`src/rtl/rv16_mem_pkg.sv`:
```
// Shared types and constants for the rv16 unified-memory arbiter.
package rv16_mem_pkg;

    // Default geometry: 1024 x 16-bit words
    localparam int unsigned DefAddrW = 10;
    localparam int unsigned DefDataW = 16;

    // Data-streak counter width; holds MAX_D_STREAK values up to 15
    localparam int unsigned StreakW = 4;

    // Which port owns the read data returning this cycle
    typedef enum logic [1:0] {
        R_NONE = 2'd0,
        R_IF   = 2'd1,
        R_D    = 2'd2
    } rd_owner_e;

endpackage

```
`src/rtl/rv16_arb_pick.sv`:
```
// Combinational grant picker: data wins unless fetch has waited out the streak limit.
module rv16_arb_pick
    import rv16_mem_pkg::*;
#(
    parameter int unsigned MAX_D_STREAK = 3
) (
    input  logic               if_req_i,
    input  logic               d_req_i,
    input  logic [StreakW-1:0] streak_i,
    output logic               if_gnt_o,
    output logic               d_gnt_o
);

    localparam logic [StreakW-1:0] MaxStreak = StreakW'(MAX_D_STREAK);

    // Data has priority; a full streak with fetch waiting hands the slot to fetch
    always_comb begin
        d_gnt_o  = d_req_i & ~(if_req_i & (streak_i == MaxStreak));
        if_gnt_o = if_req_i & ~d_gnt_o;
    end

endmodule

```
`src/rtl/rv16_mem_arbiter.sv`:
```
// Arbiter sharing one registered single-port RAM between rv16r fetch and load/store.
// Optional build macro ARB_PERF_EN adds contention/stall counters and a
// request-withdrawal assertion.
module rv16_mem_arbiter
    import rv16_mem_pkg::*;
#(
    parameter int unsigned ADDR_W       = DefAddrW,
    parameter int unsigned DATA_W       = DefDataW,
    parameter int unsigned MAX_D_STREAK = 3
) (
    input  logic              clk,
    input  logic              rst,
    input  logic              if_req,
    input  logic [ADDR_W-1:0] if_addr,
    output logic              if_gnt,
    output logic              if_rvalid,
    output logic [DATA_W-1:0] if_rdata,
    input  logic              d_req,
    input  logic              d_we,
    input  logic [ADDR_W-1:0] d_addr,
    input  logic [DATA_W-1:0] d_wdata,
    output logic              d_gnt,
    output logic              d_rvalid,
    output logic [DATA_W-1:0] d_rdata,
    output logic              mem_en,
    output logic              mem_we,
    output logic [ADDR_W-1:0] mem_addr,
    output logic [DATA_W-1:0] mem_wdata,
    input  logic [DATA_W-1:0] mem_rdata
`ifdef ARB_PERF_EN
    ,
    output logic [15:0]       perf_conflict,
    output logic [15:0]       perf_if_stall
`endif
);

    localparam logic [StreakW-1:0] MaxStreak = StreakW'(MAX_D_STREAK);

    logic [StreakW-1:0] streak_q, streak_d;
    rd_owner_e          owner_q, owner_d;
    logic               if_req_v, d_req_v;

    // Reset blocks new grants in the same cycle
    assign if_req_v = if_req & ~rst;
    assign d_req_v  = d_req & ~rst;

    rv16_arb_pick #(
        .MAX_D_STREAK (MAX_D_STREAK)
    ) u_pick (
        .if_req_i (if_req_v),
        .d_req_i  (d_req_v),
        .streak_i (streak_q),
        .if_gnt_o (if_gnt),
        .d_gnt_o  (d_gnt)
    );

    // Count data grants taken while fetch waits; any fetch grant or idle fetch clears it
    always_comb begin
        streak_d = streak_q;
        if (!if_req || if_gnt) begin
            streak_d = '0;
        end else if (d_gnt && (streak_q < MaxStreak)) begin
            streak_d = streak_q + StreakW'(1);
        end
    end

    // Remember who owns next cycle's read data; stores return nothing
    always_comb begin
        owner_d = R_NONE;
        if (if_gnt) begin
            owner_d = R_IF;
        end else if (d_gnt && !d_we) begin
            owner_d = R_D;
        end
    end

    // State registers with synchronous reset
    always_ff @(posedge clk) begin
        if (rst) begin
            owner_q  <= R_NONE;
            streak_q <= '0;
        end else begin
            owner_q  <= owner_d;
            streak_q <= streak_d;
        end
    end

    // RAM port mux and response steering; reset also masks a response in flight
    always_comb begin
        mem_en    = if_gnt | d_gnt;
        mem_we    = d_gnt & d_we;
        mem_addr  = d_gnt ? d_addr : if_addr;
        mem_wdata = mem_we ? d_wdata : '0;
        if_rvalid = (owner_q == R_IF) & ~rst;
        d_rvalid  = (owner_q == R_D) & ~rst;
        if_rdata  = if_rvalid ? mem_rdata : '0;
        d_rdata   = d_rvalid ? mem_rdata : '0;
    end

`ifdef ARB_PERF_EN
    logic [15:0] conflict_q, stall_q;

    // Saturating contention and fetch-stall counters
    always_ff @(posedge clk) begin
        if (rst) begin
            conflict_q <= '0;
            stall_q    <= '0;
        end else begin
            if (if_req && d_req && (conflict_q != 16'hFFFF)) begin
                conflict_q <= conflict_q + 16'd1;
            end
            if (if_req && !if_gnt && (stall_q != 16'hFFFF)) begin
                stall_q <= stall_q + 16'd1;
            end
        end
    end

    assign perf_conflict = conflict_q;
    assign perf_if_stall = stall_q;

`ifndef SYNTHESIS
    // A waiting request must stay up until it is granted
    a_if_hold: assert property (@(posedge clk) disable iff (rst)
        (if_req && !if_gnt) |=> if_req)
        else $error("if_req withdrawn before if_gnt");
    a_d_hold: assert property (@(posedge clk) disable iff (rst)
        (d_req && !d_gnt) |=> d_req)
        else $error("d_req withdrawn before d_gnt");
`endif
`endif

endmodule

```
`config.mk`:
```
export PLATFORM = sky130hd
export DESIGN_NAME = rv16_mem_arbiter
export DESIGN_NICKNAME = d
export VERILOG_FILES = /design/src/rtl/rv16_mem_pkg.sv /design/src/rtl/rv16_arb_pick.sv /design/src/rtl/rv16_mem_arbiter.sv
export SDC_FILE = /design/constraint.sdc
export NUM_CORES = 1
export LEC_CHECK = 0
export ABC_AREA = 1
export CAP_MARGIN = 30
export CELL_PAD_IN_SITES_DETAIL_PLACEMENT = 0
export CELL_PAD_IN_SITES_GLOBAL_PLACEMENT = 2
export CORE_UTILIZATION = 20
export CTS_CLUSTER_SIZE = 40
export DETAILED_ROUTE_END_ITERATION = 6
export DONT_BUFFER_PORTS = 1
export PLACE_DENSITY = 0.77
export SYNTH_ARGS = -nofsm -noshare
export SYNTH_HDL_FRONTEND = slang
export SYNTH_SLANG_ARGS = --single-unit
```
`constraint.sdc`:
```
create_clock -name clk -period 1.1 [get_ports clk]
set_input_delay 0.055 -clock clk [delete_from_list [all_inputs] [get_ports clk]]
set_output_delay 0.055 -clock clk [all_outputs]
set_load 0.1 [all_outputs]
```
==> reports/results.tsv <==
metric	value	unit
fmax	0.677	GHz
ys_seq_area_share	14.5	%
yosys.area.top_type	nor2_1	
synth_top_area_share	21.2	%
reg2reg_to	streak_q[1]	
worst_pin_slew	0.211	ns
min_period	1.48	ns
synth_top_cells_by_area	nor2_1, inv_1, nand2_1, dfxtp_1, nor2_2	
vias	1227	
critPathTopFamily	buffers and inverters	
ys_ff_latch	6	
final_nets	289	
combinationalPowerShare	69.7	%
hp-start	rst	
intPower	0.834	mW
cts_tree	done	
crit_slowest_cell	dfxtp_2	
routabilityCongestion	0.717	
synth_edf_count	0	
vias_per_cell	4.40	
grt_pass1_wl	6190	µm
critical_path.cell_chain	ha_4 > nand3_4 > nand2_4 > clkinv_8 > buf_6 > nor2_4 > buf_12	
synth_warnings	0	
die_area	0.00442	mm²
p_total	1.85	mW
insertion_delay	0.22	ns
io_buffers	0	
slew_viol_final	0	
rows	23	
synthArstFlopShare	0	%
ys_top_cells_by_count	nor2_1, inv_1, nand2_1, nor2_2, dfxtp_1	
grt_max_degree	12	
final-setup-viol-count	63	
antenna_left	0	
worstPathMaxFanout	7	
hpwl	3110	µm
end_kind	output pin	
status	finished with violations	
area_growth	262	%
drcViolationCount	0	
routedWlPerCell	14.8	µm
first_global_vias	1292	
p_per_area	615	mW/mm²
syn_area_per_cell	5.23	µm²
boundaryPins	121	
power_switching_share	54.9	%
routed_wl	4130	µm
num_antenna_cells	0	
drtIter0Drc	11	
overflow	0	
synth_ff_type	dfxtp_1	
crit_type	flip-flop to output pin	
p_leak	1.18	nW
fin_util	75.1	%
regToRegSetupSlack	0.02	ns
yosysUniqueCellTypes	19	
setup_ws	-0.378	ns
clk_transition_reported_paths	0.03	ns
max_stage_delay	0.35	ns
violations	setup timing	
whs_path_depth	3	
synthCells	159	
start_kind	flip-flop	
core	0.00400	mm²
reg2reg_from	streak_q[0]	
required	1.04	ns
clkPwrFrac	18.0	%
pwr-share-seq	12.4	%
min_to	streak_q[3]	
crit_buf_inv	3	
hold_viol_final	0	
drtPass1Iterations	3	
drv_cap	0	
ctsRootBufferMaster	clkbuf_8	
power_switching	1.01	mW
min_path_type	input pin to flip-flop	
initial_core_util	20.8	%
r2r_cells	6	
yosysMostFrequentCell	nor2_1	
die_h	66.5	µm
drive_above_1_share	77.3	%
grt.total_usage	18.8	%
grt_antenna_before_repair	0	
synth.cell_area	831	µm²
numCtsBuffers	3	
pre_cts_ws	-0.225	ns
arrival	1.42	ns
ir_drop	0.631	mV
htreeDepth	1	
fin_skew	0.00273	ns
max-slew-margin-rel	85.9	%
die_x	66.5	µm
syn_nets	217	
cts_buffer_depth	2	
cts.sinks	6	
grt_setup_unrepaired	yes	
fin_crit_sh	134	%
==> flip-flops by register name (all words and copies together), names as in the netlist <==
register / count
streak_q: 4
owner_q: 2
==> area by class of cell <==
class                           instances  area (µm²)
Timing Repair Buffer                   69        1280
Multi-Input combinational cell        107        1260
Fill cell                             241         996
Inverter                               43         223
Sequential cell                         6         129
Tap cell                               50        62.6
Clock buffer                            3        41.3
Timing Repair inverter                  1        11.3
==> power groups by stage <==
| stage | Sequential, mW | Clock (mW) | Combinational, mW |
|---|---|---|---|
| floorplan | 0.231 | 0 | 0.958 |
| global placement | 0.231 | 0 | 1.18 |
| detailed placement | 0.232 | 0 | 1.20 |
| CTS | 0.230 | 0.344 | 1.28 |
| global route | 0.229 | 0.361 | 1.33 |
| finish | 0.229 | 0.332 | 1.29 |
==> per-stage QoR <==
step                      instance area [µm²]  std cells  TNS [ns]  hold slack [ns]
final                                    3000        279    -17.43           0.0340
after global routing                     3000        279    -20.85           0.0319
after CTS                                2960        279    -18.90           0.0282
after global placement                   2650        267     -5.11            0.137
after floorplan                          1540        159    -29.75            0.127
after detailed placement                 2650        267     -6.33            0.133
==> tightest hold or removal path: stages <==
cell and delay, ns:
nor2_4 0.03, nand3_2 0.09, nor2_1 0.04
==> layer usage <==
layer	vias to the layer above	global-route usage, %	wire [µm]
met2	75	40.3	2670
li1	585	-	-
met5	-	0	0
met4	0	7.18	45
met1	562	16.3	1080
met3	5	4.11	330
==> what timing repair did <==
action / 4_1_cts / 5_1_grt
pin swaps: 24 / 14
cloned: 5 / 0
setup endpoints to repair: 65 / 66
hold buffers: 1 / 1
resized for setup: 41 / 10
setup buffers: 3 / 1
endpoints found under the hold margin: 1 / 2
==> cells in the final DEF (no fill, tap or decap), types with 5 or more instances in the layout <==
cell type  count
buf_12        55
nor2_4        52
inv_1         37
nand2_8       20
nand2_2       11
nand2_1        5
nor2_1         5
buf_6          5
==> how the worst max path moves through the flow <==
stage / startpoint / to / slack (ns) / cells after the start
3_5_place_dp: streak_q[3] / mem_we / -0.23 / 7
6_report: streak_q[0] / if_gnt / -0.38 / 7
5_1_grt: streak_q[0] / if_gnt / -0.43 / 7
2_1_floorplan: owner_q[0] / d_rdata[0] / -1.09 / 4
4_1_cts: streak_q[0] / mem_wdata[4] / -0.38 / 7
3_3_place_gp: streak_q[3] / mem_we / -0.20 / 7
==> kinds of logic (layout without fill, tap and decap cells) <==
family          after synthesis  count (layout)  synth area share, %
fa+ha+maj                     1               1                 1.51
flops                         6               6                 14.5
compound gates                2               2                 1.20
buf+inv                      48             116                 26.7
simple gates                102             104                 56.2
Note: power is estimated with default switching activity, not from simulation.
